==> config.mk <==
export PLATFORM = sky130hd
export DESIGN_NAME = cprv_fetch_unit
export DESIGN_NICKNAME = d
export VERILOG_FILES = /design/src/rtl/cprv_fetch_unit.sv
export SDC_FILE = /design/constraint.sdc
export NUM_CORES = 1
export LEC_CHECK = 0
export BUFFER_PORTS_ARGS = -buffer_cell sky130_fd_sc_hd__buf_2
export CAP_MARGIN = 20
export CORE_MARGIN = 2
export CORE_UTILIZATION = 51
export DETAILED_ROUTE_END_ITERATION = 6
export PLACE_DENSITY = 0.76
export SLEW_MARGIN = 10
export SYNTH_ARGS = -nofsm -noshare
export SYNTH_HDL_FRONTEND = slang
export SYNTH_SLANG_ARGS = --single-unit
==> constraint.sdc <==
create_clock -name clk -period 2.8 [get_ports clk]
set_clock_uncertainty 0.2 [all_clocks]
set_input_delay 0.14 -clock clk [delete_from_list [all_inputs] [get_ports clk]]
set_output_delay 0.14 -clock clk [all_outputs]
set_load 0.01 [all_outputs]
==> src/rtl/cprv_fetch_unit.sv <==
// Instruction fetch unit: issues sequential fetch requests to the instruction
// ROM, tags in-order responses with their PCs, buffers them and hands
// {pc, instr} to decode over valid/ready. Redirects flush the buffer and
// discard every response still in flight at that moment.
module cprv_fetch_unit #(
    parameter int unsigned              ADDR_WIDTH  = 32,
    parameter int unsigned              INSTR_WIDTH = 32,
    parameter logic [ADDR_WIDTH-1:0]    RESET_PC    = '0,
    parameter int unsigned              DEPTH       = 2
) (
    input  logic                   clk,
    input  logic                   rst_n,
    input  logic                   redirect_i,
    input  logic [ADDR_WIDTH-1:0]  redirect_pc_i,
    output logic                   valid_imem,
    input  logic                   ready_imem,
    output logic [ADDR_WIDTH-1:0]  instr_addr_imem,
    input  logic                   valid_if,
    output logic                   ready_if,
    input  logic [INSTR_WIDTH-1:0] instr_data_imem,
    output logic                   valid_o,
    input  logic                   ready_i,
    output logic [INSTR_WIDTH-1:0] instr_o,
    output logic [ADDR_WIDTH-1:0]  pc_o
);

    localparam int unsigned PW = (DEPTH > 1) ? $clog2(DEPTH) : 1;
    localparam int unsigned CW = $clog2(DEPTH + 1);

    // Fetch PC and the one-cycle gate that keeps requests quiet during reset.
    logic [ADDR_WIDTH-1:0]  pc_q;
    logic                   run_q;

    // Credit bookkeeping: requests in flight, of which drop_cnt are stale.
    logic [CW-1:0]          outstanding_q;
    logic [CW-1:0]          drop_cnt_q;

    // PC tags of issued requests, consumed in order by responses.
    logic [ADDR_WIDTH-1:0]  tag_mem [DEPTH];
    logic [PW-1:0]          tag_wr_q;
    logic [PW-1:0]          tag_rd_q;

    // Instruction buffer presented to decode.
    logic [ADDR_WIDTH-1:0]  buf_pc    [DEPTH];
    logic [INSTR_WIDTH-1:0] buf_instr [DEPTH];
    logic [PW-1:0]          buf_wr_q;
    logic [PW-1:0]          buf_rd_q;
    logic [CW-1:0]          count_q;

    logic                   credit_ok;
    logic                   req_fire;
    logic                   rsp_keep;
    logic                   buf_push;
    logic                   buf_pop;
    logic                   unused_rpc_lsbs;

    assign unused_rpc_lsbs = &{1'b0, redirect_pc_i[1:0]};

    // Request credit, handshake qualifiers and the decode-side view.
    always_comb begin
        credit_ok       = ((CW+1)'(outstanding_q) + (CW+1)'(count_q)) < (CW+1)'(DEPTH);
        valid_imem      = run_q && !redirect_i && credit_ok;
        instr_addr_imem = pc_q;
        ready_if        = 1'b1;
        req_fire        = valid_imem && ready_imem;
        rsp_keep        = valid_if && (drop_cnt_q == '0);
        valid_o         = (count_q != '0);
        buf_push        = rsp_keep && !redirect_i;
        buf_pop         = valid_o && ready_i && !redirect_i;
        instr_o         = buf_instr[buf_rd_q];
        pc_o            = buf_pc[buf_rd_q];
    end

    // Request gate opens in the first cycle after reset release.
    always_ff @(posedge clk or negedge rst_n) begin
        if (!rst_n) begin
            run_q <= 1'b0;
        end else begin
            run_q <= 1'b1;
        end
    end

    // Fetch PC: redirect target (word aligned) or advance on an accepted request.
    always_ff @(posedge clk or negedge rst_n) begin
        if (!rst_n) begin
            pc_q <= RESET_PC;
        end else if (redirect_i) begin
            pc_q <= {redirect_pc_i[ADDR_WIDTH-1:2], 2'b00};
        end else if (req_fire) begin
            pc_q <= pc_q + ADDR_WIDTH'(4);
        end
    end

    // In-flight counter and stale-response counter.
    always_ff @(posedge clk or negedge rst_n) begin
        if (!rst_n) begin
            outstanding_q <= '0;
            drop_cnt_q    <= '0;
        end else begin
            outstanding_q <= outstanding_q + CW'(req_fire) - CW'(valid_if);
            if (redirect_i) begin
                // Everything still in flight after this cycle is stale,
                // including responses already marked for dropping.
                drop_cnt_q <= outstanding_q - CW'(valid_if);
            end else if (valid_if && (drop_cnt_q != '0)) begin
                drop_cnt_q <= drop_cnt_q - CW'(1);
            end
        end
    end

    // PC-tag FIFO: one entry per issued request, popped by every response.
    always_ff @(posedge clk or negedge rst_n) begin
        if (!rst_n) begin
            tag_wr_q <= '0;
            tag_rd_q <= '0;
            for (int unsigned i = 0; i < DEPTH; i++) begin
                tag_mem[i] <= '0;
            end
        end else begin
            if (req_fire) begin
                tag_mem[tag_wr_q] <= pc_q;
                tag_wr_q          <= tag_wr_q + PW'(1);
            end
            if (valid_if) begin
                tag_rd_q <= tag_rd_q + PW'(1);
            end
        end
    end

    // Instruction buffer: push kept responses, pop on decode handshake, flush on redirect.
    always_ff @(posedge clk or negedge rst_n) begin
        if (!rst_n) begin
            buf_wr_q <= '0;
            buf_rd_q <= '0;
            count_q  <= '0;
            for (int unsigned i = 0; i < DEPTH; i++) begin
                buf_pc[i]    <= '0;
                buf_instr[i] <= '0;
            end
        end else if (redirect_i) begin
            buf_rd_q <= buf_wr_q;
            count_q  <= '0;
        end else begin
            if (buf_push) begin
                buf_pc[buf_wr_q]    <= tag_mem[tag_rd_q];
                buf_instr[buf_wr_q] <= instr_data_imem;
                buf_wr_q            <= buf_wr_q + PW'(1);
            end
            if (buf_pop) begin
                buf_rd_q <= buf_rd_q + PW'(1);
            end
            count_q <= count_q + CW'(buf_push) - CW'(buf_pop);
        end
    end

endmodule
== Word-level counts from Yosys, hierarchy flattened ==
Cells that the tools add are included.

* Output and inout bits: 99
* Register bits: 235
* Input bits: 70
* Word-level logic and storage cells: 80

* Add/subtract/negate cells: 12
* Muxes and demuxes: 23
* Bitwise logic cells: 5
* Order comparisons: 7
* Reductions and logical operators: 18

{| class="wikitable"
|+ Operators by type and width
! operator !! count
|-
| 32-bit 2-to-1 mux || 13
|-
| 64-bit bitwise mux || 3
|-
| 32-bit demux with 1-bit select || 2
|-
| 32-bit by 3-bit adder with 32-bit output, second input constant || 1
|-
| 1-bit logical AND || 10
|-
| 2-bit nonzero test || 5
|-
| 2-bit >= comparator, second input constant || 4
|-
| 1-bit inverter with 2-bit output || 4
|-
| 2-bit 2-to-1 mux || 3
|-
| 2-bit by 1-bit subtractor with 2-bit output || 3
|-
| 1-bit adder, second input constant || 4
|-
| 2-bit by 1-bit adder with 2-bit output || 2
|-
| 2-bit by 1-bit < comparator with 1-bit output, second input constant || 2
|-
| 2-bit by 2-bit adder with 3-bit output || 1
|-
| 3-bit by 2-bit < comparator with 1-bit output, second input constant || 1
|-
| 2-bit logical NOT || 1
|-
| 1-bit 2-to-1 mux || 2
|-
| 2-bit AND reduction || 1
|-
| 2-bit by 1-bit subtractor with 2-bit output, second input constant || 1
|-
| 1-bit logical NOT || 1
|-
| 1-bit inverter || 1
|}

== Depth between registers and ports, before layout ==
* Depth after elaboration: 6
* Gate-level depth with buffers: 10
* Mapped depth without buffers: 9

== Worst setup path after synthesis ==
Ideal clock, no wire load.

* Kind: register to register
* Start: register outstanding_q[0]
* End: register pc_q[29], in the netlist instr_addr_imem[29]
* Buffers on the path: 1
* Arrival: 2.490 ns
* Setup slack: 0.028 ns
* Cell stages (with the launch flop): 8
* Setup time: 0.082 ns
* Period minus slack after synthesis: 2.772 ns
* Path through: dfrtp_1 and2_1 fa_1 nand4bb_1 or4_1 buf_2 or4_1 a31oi_1

* Longest elaborated chain between the ends: 5

{| class="wikitable"
|+ Ends and longest elaborated chain
! what !! line !! source
|-
| start, declared || 35 || <nowiki>logic [CW-1:0] outstanding_q;</nowiki>
|-
| start signal, assigned || 100 || <nowiki>outstanding_q <= outstanding_q + CW'(req_fire) - CW'(valid_if);</nowiki>
|-
| 2-bit by 2-bit adder with 3-bit output || 61 || <nowiki>credit_ok = ((CW+1)'(outstanding_q) + (CW+1)'(count_q)) < (CW+1)'(DEPTH);</nowiki>
|-
| 3-bit by 2-bit < comparator with 1-bit output || 61 ||
|-
| 1-bit logical AND || 62 || <nowiki>valid_imem = run_q && !redirect_i && credit_ok;</nowiki>
|-
| 1-bit logical AND || 65 || <nowiki>req_fire = valid_imem && ready_imem;</nowiki>
|-
| 2-bit nonzero test (no line) || -- ||
|-
| end signal, assigned || 88 || <nowiki>pc_q <= {redirect_pc_i[ADDR_WIDTH-1:2], 2'b00};</nowiki>
|-
| end signal, assigned || 90 || <nowiki>pc_q <= pc_q + ADDR_WIDTH'(4);</nowiki>
|-
| end, declared || 31 || <nowiki>logic [ADDR_WIDTH-1:0] pc_q;</nowiki>
|}

Every way passes these cells.
A chain may end at the register's enable or synchronous reset.

== Final worst setup path ==
Ends and elaborated chain as after synthesis.

==> impl_metrics.yaml <==
place:
  placed_cell_area_sq_um: 11400
  dp.cells: 1245
  routabilityCongestion: 0.877
  pre_cts_ws_ns: -0.0454
  dp_hpwl_um: 14500
  portBuffers: 161
synthesis:
  yosys.area.top_type_share_pct: 55.6
  syn_avg_cell_area_sq_um: 12.0
  synth_edf_count: 0
  synthDistinctLibCells: 47
  synth_seq_cells: 225
  postSynthCellCount: 841
  ys_top_cells_by_area: "dfrtp_1, mux2_2, mux2i_1, nand2_1, o21ai_0"
  ys.flop_type: "dfrtp_1"
  ys_warn_count: 0
  synth_top_cell_by_area: "dfrtp_1"
  syn_area_sq_um: 10100
  yosysSeqAreaShare_pct: 55.6
  async_flop_share_pct: 100
final_layout:
  multi_input_area_sq_um: 4290
  area_delta_synth_final_pct: 27.7
  seqCellArea_sq_um: 5630
  nNetsFinal: 1151
  layout_commonest_cell: "dfrtp_1"
  fin_cells: 1355
  drive_above_1_share_pct: 39.2
  stdcell_area_sq_um: 12900
  antennaDiodeCount: 0
  fillCellCount: 1444
  fin_util_pct: 66.5
  final_cell_mix: "dfrtp_1, mux2_2, buf_2, nand2_1, dlygate4sd3_1"
timing:
  finalCriticalPeriod_ns: 2.80
  fmaxAchievable_ghz: 0.357
  hold_ws_ns: -0.0512
  period_share_pct: 100
  tightestPinTransition_ns: 0.603
  rsz0062_at_grt: "yes"
  hold_viol: 22
  setup_viol: 2
  finalSetupTns_ns: -0.00765
  slew_viol_final: 0
  slew_headroom_pct: 59.8
  postLayoutSetupSlackWorst_ns: -0.00442
worst_setup_path:
  r2r_start: "outstanding_q[0]"
  critPathMaxStageDelay_ns: 0.60
  crit_arrival_ns: 3.04
  crit_family: "simple AND/OR/NAND/NOR gates"
  worst_r2r_endpoint: "instr_addr_imem[29]"
  crit_buf_inv: 0
  reg2regPathDepth: 6
  crit_chain: "and2_4, fa_1, nand4bb_4, or4_4, or4_1, a31oi_1"
  cp_slowest_cell: "or4_4"
  worstSetupPathType: "register to register"
  cp_max_fo: 6
  required_ns: 3.04
  cp-start-kind: "register"
  r2r_slack_ns: -0.004
  endpoint_kind: "register"
pwr:
  power.density_nw_per_um2: 1050
  ir_drop_v: 0.000679
  power_mw: 13.6
  p_leak_nw: 5.94
outcome:
  violations: "negative hold slack, negative setup slack"
  status: "finished with violations"
detailed_routing:
  drt_wl_total_um: 23700
  wire_per_inst_um: 17.5
  drt_first_pass_iters: 4
  vias_per_cell: 5.43
  drc: 0
  drtAntennaViolNets: 0
  vias: 7362
  drtIter0Drc: 310
worst_hold_path:
  worstHoldPathType: "input port to async pin"
floorplan:
  start_util_pct: 52.0
  io_pins: 169
  fp.dieW_um: 145
  die_h_um: 145
  coreArea_sq_um: 19500
  fp.dieArea_sq_um: 21000
  row_count: 51
clocking:
  h-tree-depth: 1
  insertion_delay_ns: 0.52
  cts_buffers: 24
  cts_tree: "done"
  cts-root-buf: "clkbuf_16"
  path_clk_slew_ns: 0.07
  clock-sinks: 225
  clockBufferDepth: 3
global_routing:
  grt_pass1_vias: 7675
  track_usage_pct: 23.0
  gr-total-overflow: 0
  grt_pass1_wl_um: 39700
  grt_antenna_before_repair: 0
  grt_max_degree: 93
flow_run:
  cap_violations: 0
[worst max-delay path by stage]
stage	from	to	slack, ns	depth (start not counted)
global route	outstanding_q[0]	instr_addr_imem[29]	-0.10	6
global placement	outstanding_q[0]	instr_addr_imem[29]	-0.02	6
detailed placement	outstanding_q[0]	instr_addr_imem[29]	-0.05	6
CTS	outstanding_q[0]	instr_addr_imem[18]	0.007	7
floorplan	outstanding_q[0]	instr_addr_imem[29]	0.03	7
finish	outstanding_q[0]	instr_addr_imem[29]	-0.004	6
[layout make-up]
class / count / share of cell area, %
repair buffers: 259 / 14.0
clock buffers: 34 / 5.33
clock inverters: 9 / 1.17
flip-flops and latches: 225 / 43.5
multi-input cells: 552 / 33.1
inverters: 11 / 0.319
well taps: 265 / 2.56
[repair_timing]
item,4_1_cts,5_1_grt
hold buffers,66,0
hold endpoints to repair,294,0
endpoints found under the setup margin,4,66
pin swaps,0,3
gates resized for setup,2,6
buffers inserted,0,1
[where the power goes]
part	internal (mW)	switching, mW
logic	2.55	2.21
clock network	2.08	1.28
registers	4.61	0.837
total	9.23	4.33
[worst reg2reg max path, stage by stage, from the launching register on]
cell and delay (ns):
dfrtp_1 0.39, and2_4 0.16, fa_1 0.46, nand4bb_4 0.28, or4_4 0.60, or4_1 0.48
a31oi_1 0.17
[synth_stat cells (all sizes together), types with 12 or more instances]
cell type	instances
nor2	49
o21ai	54
mux2	182
mux2i	31
nand2	72
a21oi	31
clkbuf	40
xnor2	18
dfrtp	225
buf	17
nand4	12
[sequential cells by signal (all words and copies together), names as in the netlist]
name,cells
tag_mem,60
run_q,1
buf_instr,64
buf_wr_q,1
buf_rd_q,1
tag_rd_q,1
outstanding_q,2
drop_cnt_q,2
tag_wr_q,1
instr_addr_imem,30
buf_pc,60
count_q,2
[per-layer routing]
metal | wire length (um) | global-route usage, %
met5 | 0 | 0
met4 | 471 | 6.29
met3 | 1270 | 3.52
met2 | 11400 | 37.7
met1 | 10600 | 32.3
[kinds of logic (layout without fill, tap and decap cells)]
group / count (synthesis) / after routing / synth area share, %
and+or+nand+nor: 190 / 190 / 9.02
DFF: 225 / 225 / 55.6
muxes: 213 / 213 / 23.3
other: 2 / 6 / 0.0741
AOI/OAI and AO/OA: 113 / 113 / 6.23
buffers and inverters: 68 / 313 / 2.83
adders and majority gates: 8 / 8 / 1.06
xor gates and xnor gates: 22 / 22 / 1.90
Power figures use the tool's default switching activity.
